--- config.mk ---
export PLATFORM = sky130hd
export DESIGN_NAME = rv_timer_intr_gateway
export DESIGN_NICKNAME = d
export VERILOG_FILES = /design/src/rtl/rv_timer_intr_pkg.sv /design/src/rtl/intr_prio_tree.sv /design/src/rtl/rv_timer_intr_gateway.sv
export SDC_FILE = /design/constraint.sdc
export NUM_CORES = 1
export LEC_CHECK = 0
export CORE_UTILIZATION = 49
export CTS_CLUSTER_DIAMETER = 50
export DETAILED_ROUTE_END_ITERATION = 6
export GPL_TIMING_DRIVEN = 0
export PLACE_DENSITY = 0.81
export SYNTH_ARGS = -nofsm -noshare
export SYNTH_HDL_FRONTEND = slang
export SYNTH_SLANG_ARGS = --single-unit
--- constraint.sdc ---
create_clock -name clk_i -period 4.5 [get_ports clk_i]
set_clock_uncertainty 0.15 [all_clocks]
set_input_delay 0.45 -clock clk_i [delete_from_list [all_inputs] [get_ports clk_i]]
set_output_delay 0.45 -clock clk_i [all_outputs]
set_load 0.02 [all_outputs]
--- src/rtl/rv_timer_intr_pkg.sv ---
// rtl/rv_timer_intr_pkg.sv - shared constants and helpers for the interrupt gateway
package rv_timer_intr_pkg;

    localparam int unsigned NoneId = 0;

    function automatic int unsigned calc_id_w(input int unsigned num_src);
        return (num_src < 1) ? 1 : $clog2(num_src + 1);
    endfunction

endpackage

--- src/rtl/intr_prio_tree.sv ---
// rtl/intr_prio_tree.sv - combinational max-priority tree over (valid, prio, id) triples
module intr_prio_tree
    import rv_timer_intr_pkg::*;
#(
    parameter int unsigned N     = 8,
    parameter int unsigned PrioW = 2,
    parameter int unsigned IdW   = calc_id_w(N)
) (
    input  logic [N-1:0]       valid_i,
    input  logic [N*PrioW-1:0] prio_i,
    input  logic [N*IdW-1:0]   id_i,
    output logic               valid_o,
    output logic [PrioW-1:0]   prio_o,
    output logic [IdW-1:0]     id_o
);

    localparam int Levels = (N > 1) ? $clog2(N) : 1;
    localparam int Leaves = 1 << Levels;

    // Heap layout: node 1 is the root, leaves occupy [Leaves, 2*Leaves).
    logic             node_v  [2*Leaves];
    logic [PrioW-1:0] node_p  [2*Leaves];
    logic [IdW-1:0]   node_id [2*Leaves];

    function automatic logic take_right(
        input logic             lv,
        input logic [PrioW-1:0] lp,
        input logic [IdW-1:0]   lid,
        input logic             rv,
        input logic [PrioW-1:0] rp,
        input logic [IdW-1:0]   rid
    );
        return rv && (!lv || (rp > lp) || ((rp == lp) && (rid < lid)));
    endfunction

    always_comb begin
        for (int n = 0; n < 2*Leaves; n++) begin
            node_v[n]  = 1'b0;
            node_p[n]  = '0;
            node_id[n] = '0;
        end
        for (int k = 0; k < int'(N); k++) begin
            node_v[Leaves+k]  = valid_i[k];
            node_p[Leaves+k]  = prio_i[k*PrioW +: PrioW];
            node_id[Leaves+k] = id_i[k*IdW +: IdW];
        end
        for (int n = Leaves - 1; n >= 1; n--) begin
            if (take_right(node_v[2*n], node_p[2*n], node_id[2*n],
                           node_v[2*n+1], node_p[2*n+1], node_id[2*n+1])) begin
                node_v[n]  = node_v[2*n+1];
                node_p[n]  = node_p[2*n+1];
                node_id[n] = node_id[2*n+1];
            end else begin
                node_v[n]  = node_v[2*n];
                node_p[n]  = node_p[2*n];
                node_id[n] = node_id[2*n];
            end
        end
    end

    assign valid_o = node_v[1];
    assign prio_o  = node_v[1] ? node_p[1] : '0;
    assign id_o    = node_v[1] ? node_id[1] : IdW'(NoneId);

endmodule

--- src/rtl/rv_timer_intr_gateway.sv ---
// rtl/rv_timer_intr_gateway.sv - per-source interrupt gateway plus single-target arbiter
module rv_timer_intr_gateway
    import rv_timer_intr_pkg::*;
#(
    parameter int unsigned NumSrc = 8,
    parameter int unsigned PrioW  = 2,
    parameter int unsigned IdW    = calc_id_w(NumSrc)
) (
    input  logic                    clk_i,
    input  logic                    rst_ni,
    input  logic [NumSrc-1:0]       src_i,
    input  logic [NumSrc-1:0]       le_i,
    input  logic [NumSrc-1:0]       ie_i,
    input  logic [NumSrc*PrioW-1:0] prio_i,
    input  logic [PrioW-1:0]        threshold_i,
    input  logic                    claim_i,
    input  logic                    complete_i,
    input  logic [IdW-1:0]          complete_id_i,
    output logic [NumSrc-1:0]       ip_o,
    output logic                    irq_o,
    output logic [IdW-1:0]          irq_id_o
);

    logic [NumSrc-1:0] src_q, src_d;
    logic [NumSrc-1:0] ip_q, ip_d;
    logic [NumSrc-1:0] ia_q, ia_d;
    logic              irq_q, irq_d;
    logic [IdW-1:0]    irq_id_q, irq_id_d;

    logic [NumSrc-1:0]     set;
    logic [NumSrc-1:0]     claim_hit;
    logic [NumSrc-1:0]     complete_hit;
    logic [NumSrc-1:0]     eligible;
    logic [NumSrc*IdW-1:0] src_id;

    logic             win_valid;
    logic [PrioW-1:0] win_prio;
    logic [IdW-1:0]   win_id;

    assign src_d = src_i;

    for (genvar k = 0; k < int'(NumSrc); k++) begin : g_gw
        assign set[k]          = le_i[k] ? (src_i[k] & ~src_q[k]) : src_i[k];
        // Claim targets the ID being presented this cycle, not the new arbitration result.
        assign claim_hit[k]    = claim_i && (irq_id_q == IdW'(k + 1));
        assign complete_hit[k] = complete_i && (complete_id_i == IdW'(k + 1));
        assign ip_d[k]         = ~claim_hit[k] & (ip_q[k] | (set[k] & ~ia_q[k]));
        assign ia_d[k]         = ia_q[k] ? ~complete_hit[k] : set[k];
        assign eligible[k]     = ip_q[k] & ie_i[k] & (prio_i[k*PrioW +: PrioW] > threshold_i);
        assign src_id[k*IdW +: IdW] = IdW'(k + 1);
    end

    intr_prio_tree #(
        .N     (NumSrc),
        .PrioW (PrioW),
        .IdW   (IdW)
    ) u_prio_tree (
        .valid_i (eligible),
        .prio_i  (prio_i),
        .id_i    (src_id),
        .valid_o (win_valid),
        .prio_o  (win_prio),
        .id_o    (win_id)
    );

    always_comb begin
        irq_d    = 1'b0;
        irq_id_d = IdW'(NoneId);
        // Priority 0 can never be eligible, so a valid winner always has nonzero priority.
        if (win_valid && (win_prio != '0)) begin
            irq_d    = 1'b1;
            irq_id_d = win_id;
        end
    end

    always_ff @(posedge clk_i or negedge rst_ni) begin
        if (!rst_ni) begin
            src_q    <= '0;
            ip_q     <= '0;
            ia_q     <= '0;
            irq_q    <= 1'b0;
            irq_id_q <= '0;
        end else begin
            src_q    <= src_d;
            ip_q     <= ip_d;
            ia_q     <= ia_d;
            irq_q    <= irq_d;
            irq_id_q <= irq_id_d;
        end
    end

    assign ip_o     = ip_q;
    assign irq_o    = irq_q;
    assign irq_id_o = irq_id_q;

endmodule

# After elaboration in Yosys (flattened, before gate mapping)
# Cells that the tools add are included.
[totals]
reg_bits = 29
latchBits = 0
ramBits = 0
mem_bits_ro = 0
input_bits = 50
output_inout_bits = 13
wordCells = 208
memories = 0
[classes]
n_addsub = 0
n_mul = 0
div_mod_pow = 0
magnitude_cmp = 18
n_eq_ne = 19
n_shift = 0
muxes = 41
bitwise_logic = 80
reduce_logical = 45
[ops]
columns = ["cell", "count"]
rows = [
  ["bitwise AND 1 bit", 40],
  ["equality test 4 x 3 -> 1 bit (second input constant)", 8],
  ["inverter 1 bit", 32],
  ["greater-than comparator 2 bit", 15],
  ["logical AND 1 bit", 27],
  ["2-to-1 mux 1 bit", 24],
  ["2-to-1 mux 2 bit", 10],
  ["2-to-1 mux 4 bit", 5],
  ["equality test 4 x 2 -> 1 bit (second input constant)", 4],
  ["logical OR 1 bit", 10],
  ["equality test 4 x 1 -> 1 bit (second input constant)", 2],
  ["equality test 4 bit (second input constant)", 2],
  ["less-than comparator 4 x 3 -> 1 bit", 2],
  ["OR 1 bit", 8],
  ["zero test 1 bit", 7],
  ["equality test 2 bit", 3],
  ["2-to-1 mux 3 bit", 2],
  ["less-than comparator 3 x 2 -> 1 bit", 1],
  ["nonzero test 2 bit", 1],
]

# Longest topological paths before layout
[depth]
ltp_word = 20
depth_mapped = 19

# Cells and area by module
# Synthesis repeated with hierarchy kept, for this count alone.
[unflattened]
hier_cells = 367
area_unflattened_um2 = 3166.8
[by_module_without_submodules]
columns = ["mod", "instances", "cells_each", "area_each_um2", "seq_area_each_um2"]
rows = [
  ["intr_prio_tree", 1, 217, 1671.6, 0.0],
  ["rv_timer_intr_gateway", 1, 150, 1495.2, 725.7],
]

# Worst setup path before layout
# OpenSTA, ideal clock, no wires.
[synth_timing]
kind = "input port to flip-flop"
startpoint = "input port threshold_i[1]"
endpoint = "register irq_id_q[1] (netlist: irq_id_o[1])"
setup_ns = 0.079
arrival_ns = 4.148
t_required_ns = 4.271
path_slack_ns = 0.123
cell_stages = 19
path_buffers = 0
path_cell_list = "inv_1 -> ha_1 -> nor2b_1 -> o2111a_1 -> a21oi_1 -> mux2i_1 -> inv_1 -> ha_1 -> nor2b_1 -> o21a_1 -> o21ai_1 -> mux2i_1 -> inv_1 -> ha_1 -> nor2b_1 -> o21ai_0 -> o211ai_1 -> o21ai_1 -> mux2i_1"
[synth_via]
elab_chain_len = 20
[synth_rtl]
columns = ["element", "line", "text"]
rows = [
  ["from (decl)", "rv_timer_intr_gateway.sv:15", "input logic [PrioW-1:0] threshold_i,"],
  ["greater-than comparator 2 bit", "rv_timer_intr_gateway.sv:49", "assign eligible[k] = ip_q[k] & ie_i[k] & (prio_i[k*PrioW +: PrioW] > threshold_i);"],
  ["bitwise AND 1 bit", "rv_timer_intr_gateway.sv:49", ""],
  ["zero test 1 bit", "intr_prio_tree.sv:33", "return rv && (!lv || (rp > lp) || ((rp == lp) && (rid < lid)));"],
  ["logical OR 1 bit", "intr_prio_tree.sv:33", ""],
  ["logical AND 1 bit", "intr_prio_tree.sv:33", ""],
  ["2-to-1 mux 4 bit, or another cell as far along", "intr_prio_tree.sv:48", "if (take_right(node_v[2*n], node_p[2*n], node_id[2*n],"],
  ["less-than comparator 4 x 3 -> 1 bit, or another cell as far along", "intr_prio_tree.sv:33", ""],
  ["logical AND 1 bit or logical OR 1 bit (tied branches)", "intr_prio_tree.sv:33", ""],
  ["[5 not listed]", "n/a", ""],
  ["logical OR 1 bit", "intr_prio_tree.sv:33", ""],
  ["logical AND 1 bit", "intr_prio_tree.sv:33", ""],
  ["2-to-1 mux 2 bit or 2-to-1 mux 1 bit (tied branches)", "intr_prio_tree.sv:48", ""],
  ["2-to-1 mux 2 bit", "intr_prio_tree.sv:62", "assign prio_o = node_v[1] ? node_p[1] : '0;"],
  ["nonzero test 2 bit", "rv_timer_intr_gateway.sv:70", "if (win_valid && (win_prio != '0)) begin"],
  ["logical AND 1 bit", "rv_timer_intr_gateway.sv:70", ""],
  ["2-to-1 mux 4 bit *", "rv_timer_intr_gateway.sv:70", ""],
  ["net irq_id_d[1]", "rv_timer_intr_gateway.sv:28", "logic [IdW-1:0] irq_id_q, irq_id_d;"],
  ["to (signal assigned)", "rv_timer_intr_gateway.sv:88", "irq_id_q <= irq_id_d;"],
  ["to (decl)", "rv_timer_intr_gateway.sv:28", ""],
]
# The timed path passes the listed nets; every way through them passes the cells marked *.

# Worst setup path in the final report
[layout_timing]
startpoint = "input port threshold_i[1]"
endpoint = "register irq_id_q[0] (netlist: irq_id_o[0])"
# Same word-level chain as after synthesis.

==> flow_metrics.env <==
export IMPL_status="finished with violations"
export IMPL_violations="setup timing"
export IMPL_postCtsHoldBufs=0
export IMPL_routedWlPerCell_um=20.38
export IMPL_powerDensity_mw_per_mm2=435.3
export IMPL_fin_crit_sh_pct=105.4
export IMPL_die_area_mm2=0.005127
export IMPL_wl_mm=8.232
export IMPL_antenna_found_initial=0
export IMPL_cts_root_buf="clkbuf_8"
export IMPL_drc_errors=0
export IMPL_start_util_pct=52.69
export IMPL_grt_busiest_layer="met2"
export IMPL_die_w_um=71.60
export IMPL_die_h_um=71.60
export IMPL_peakVddDrop_uv=367.6
export IMPL_mostFrequentLayoutCells="clkdlybuf4s50_1, dfrtp_1, buf_4"
export IMPL_seqCellArea_um2=725.7
export IMPL_synthArstFlopShare_pct=100.0
export IMPL_start_kind="input port"
export IMPL_area_growth_pct=56.72
export IMPL_yosysWarnings=0
export IMPL_critPathRequiredTime_ns=4.54
export IMPL_synth_seq_cells=29
export IMPL_drv_cap=0
export IMPL_r2r_start="ip_o[0]"
export IMPL_finalCriticalPeriod_ns=4.744
export IMPL_startpoint="threshold_i[1]"
export IMPL_drtIter0Drc=148
export IMPL_port_buffers=62
export IMPL_cts_tree="done"
export IMPL_insertion_delay_ns=0.28
export IMPL_rows=24
export IMPL_met1_usage_pct=28.79
export IMPL_avgSynthCellArea_um2=9.345
export IMPL_max_slew_margin_rel_pct=57.91
export IMPL_cts_buffers=5
export IMPL_layout_nets=432
export IMPL_cp_max_fo=8
export IMPL_syn_nets=336
export IMPL_yosysSeqAreaShare_pct=30.57
export IMPL_setup_viol=5
export IMPL_track_usage_pct=25.37
export IMPL_hold_violations=0
export IMPL_cts_clk_slew_worst_paths_ns=0.06
export IMPL_grt_util_met2_pct=47.59
export IMPL_leakage_nw=1.653
export IMPL_gp_congestion=0.8923
export IMPL_cts_sinks=29
export IMPL_pin_count=63
export IMPL_overflow=0
export IMPL_final_util_pct=82.58
export IMPL_hpwl_mm=4.382
export IMPL_drv_slew=0
export IMPL_fp_coreArea_mm2=0.004504
export IMPL_fmax_ghz=0.2108
export IMPL_first_pass_iters=4
export IMPL_viasPerCell=6.483
export IMPL_layout_drive_gt1_share_pct=25.07
export IMPL_use_met3_pct=4.360
export IMPL_end_kind="flop"
export IMPL_antenna_left=0
export IMPL_n_fill_cell=270
export IMPL_cts_buffer_depth=2
export IMPL_final_common_cell="clkdlybuf4s50_1"
export IMPL_post_place_ws_ns=-0.9692
export IMPL_synthCells=254
export IMPL_grt_max_degree=30
export IMPL_via_count=2619
export IMPL_multiInputGateArea_mm2=0.001871
export IMPL_htreeDepth=2
export IMPL_setup_ws_ns=-0.2441
export IMPL_synth_cell_types=47
export IMPL_synth_edf_count=0
export IMPL_grt_pass1_wl_mm=10.24
export IMPL_synthFlopType="dfrtp_1"
export IMPL_criticalPathCategory="in2reg"
export IMPL_syn_area_mm2=0.002374
export IMPL_holdCritPathClass="in2async"
export IMPL_worst_pin_slew_ns=0.6313
export IMPL_grt_pass1_vias=2378
export IMPL_critPathArrivalTime_ns=4.78
## what timing repair did
item | 4_1_cts | 5_1_grt
pin swaps | 11 | 21
endpoints found under the setup margin | 5 | 5
buffers inserted | 12 | 15
gates resized for setup | 27 | 46
## kinds of logic after synthesis
group | share of synthesized area (%)
flops | 30.57
fa+ha+maj | 16.87
simple gates | 16.08
buf+inv | 4.428
compound gates | 28.52
mux | 3.532
## per-layer routing
metal	wire (um)	share of wire [%]	up-vias
li1	-	-	1160
met1	3092	38	1247
met2	4223	51	167
met3	517	6.3	45
met4	398	4.8	0
met5	0	0	-
## state kept, by name, indices dropped and copies added, names as in the netlist
signal	flops
ia_q	8
ip_o	8
irq_id_o	4
irq_o	1
src_q	8
## Yosys cell counts (all sizes together) (5+ instances only)
library cell,count,area share (%)
a211oi,12,4.0
a21o,11,3.5
a21oi,7,1.6
dfrtp,29,31
ha,32,17
inv,28,4.4
mux2i,8,3.5
nand2,25,4.0
nand3b,5,1.6
nor2,9,1.4
nor2b,15,4.3
o2111a,5,2.4
o2111ai,7,3.6
o211ai,6,2.3
o21ai,16,3.4
## power by group
group | internal (mW) | switching (mW) | total [mW]
Clock | 0.180 | 0.0938 | 0.274
Combinational | 0.428 | 0.471 | 0.899
Sequential | 0.352 | 0.0946 | 0.446
Total | 0.959 | 0.660 | 1.62
## per-stage QoR
step	instance area (um^2)	power [mW]	hold slack (ns)	TNS, ns	instances
4_1_cts	3348	1.458	0.3401	0	388
3_3_place_gp	3059	1.074	0.3155	-4.259	368
6_report	3720	1.619	0.03852	-0.7939	404
3_5_place_dp	3059	1.093	0.3254	-4.617	368
5_1_grt	3717	1.697	0.09160	-1.256	403
2_1_floorplan	2374	0.8398	0.004409	0	254
## cell type report
class                      instances  share of cell area [%]
antenna                            1                 0.06727
clock buffer                       7                   2.321
clock inverter                     1                  0.8073
inverter                          28                   2.893
multi-input combinational        197                   50.29
sequential                        29                   19.51
tap                               52                   1.749
timing repair buffer              89                   22.37
## path summary, 6_finish.rpt
| check | depth (start not counted) | end | slack, ns |
|---|---|---|---|
| max | 21 | irq_id_o[0] | -0.24 |
| min | 1 | ia_q[5] | 0.04 |
| min reg2reg | 1 | ia_q[4] | 0.34 |
| max in group asynchronous | 1 | src_q[4] | 3.74 |
| max reg2reg | 15 | irq_id_o[0] | 0.38 |
| min in group clk_i | 1 | ia_q[4] | 0.34 |
## critical path: stages
cell and delay [ns]:
clkdlybuf4s15_1 0.20, inv_4 0.13, buf_4 0.15, ha_4 0.20, nor2b_2 0.16, o2111ai_2 0.25, buf_4 0.17, a21o_1 0.20
mux2i_4 0.31, ha_1 0.19, nor2b_2 0.05, o21ai_0 0.44, a21oi_1 0.17, nor2_1 0.23, a31oi_1 0.12, ha_1 0.22
nand4b_1 0.22, o211ai_1 0.44, buf_4 0.20, nand4_1 0.12, o211ai_1 0.13
Note: power is estimated with default switching activity, not from simulation.
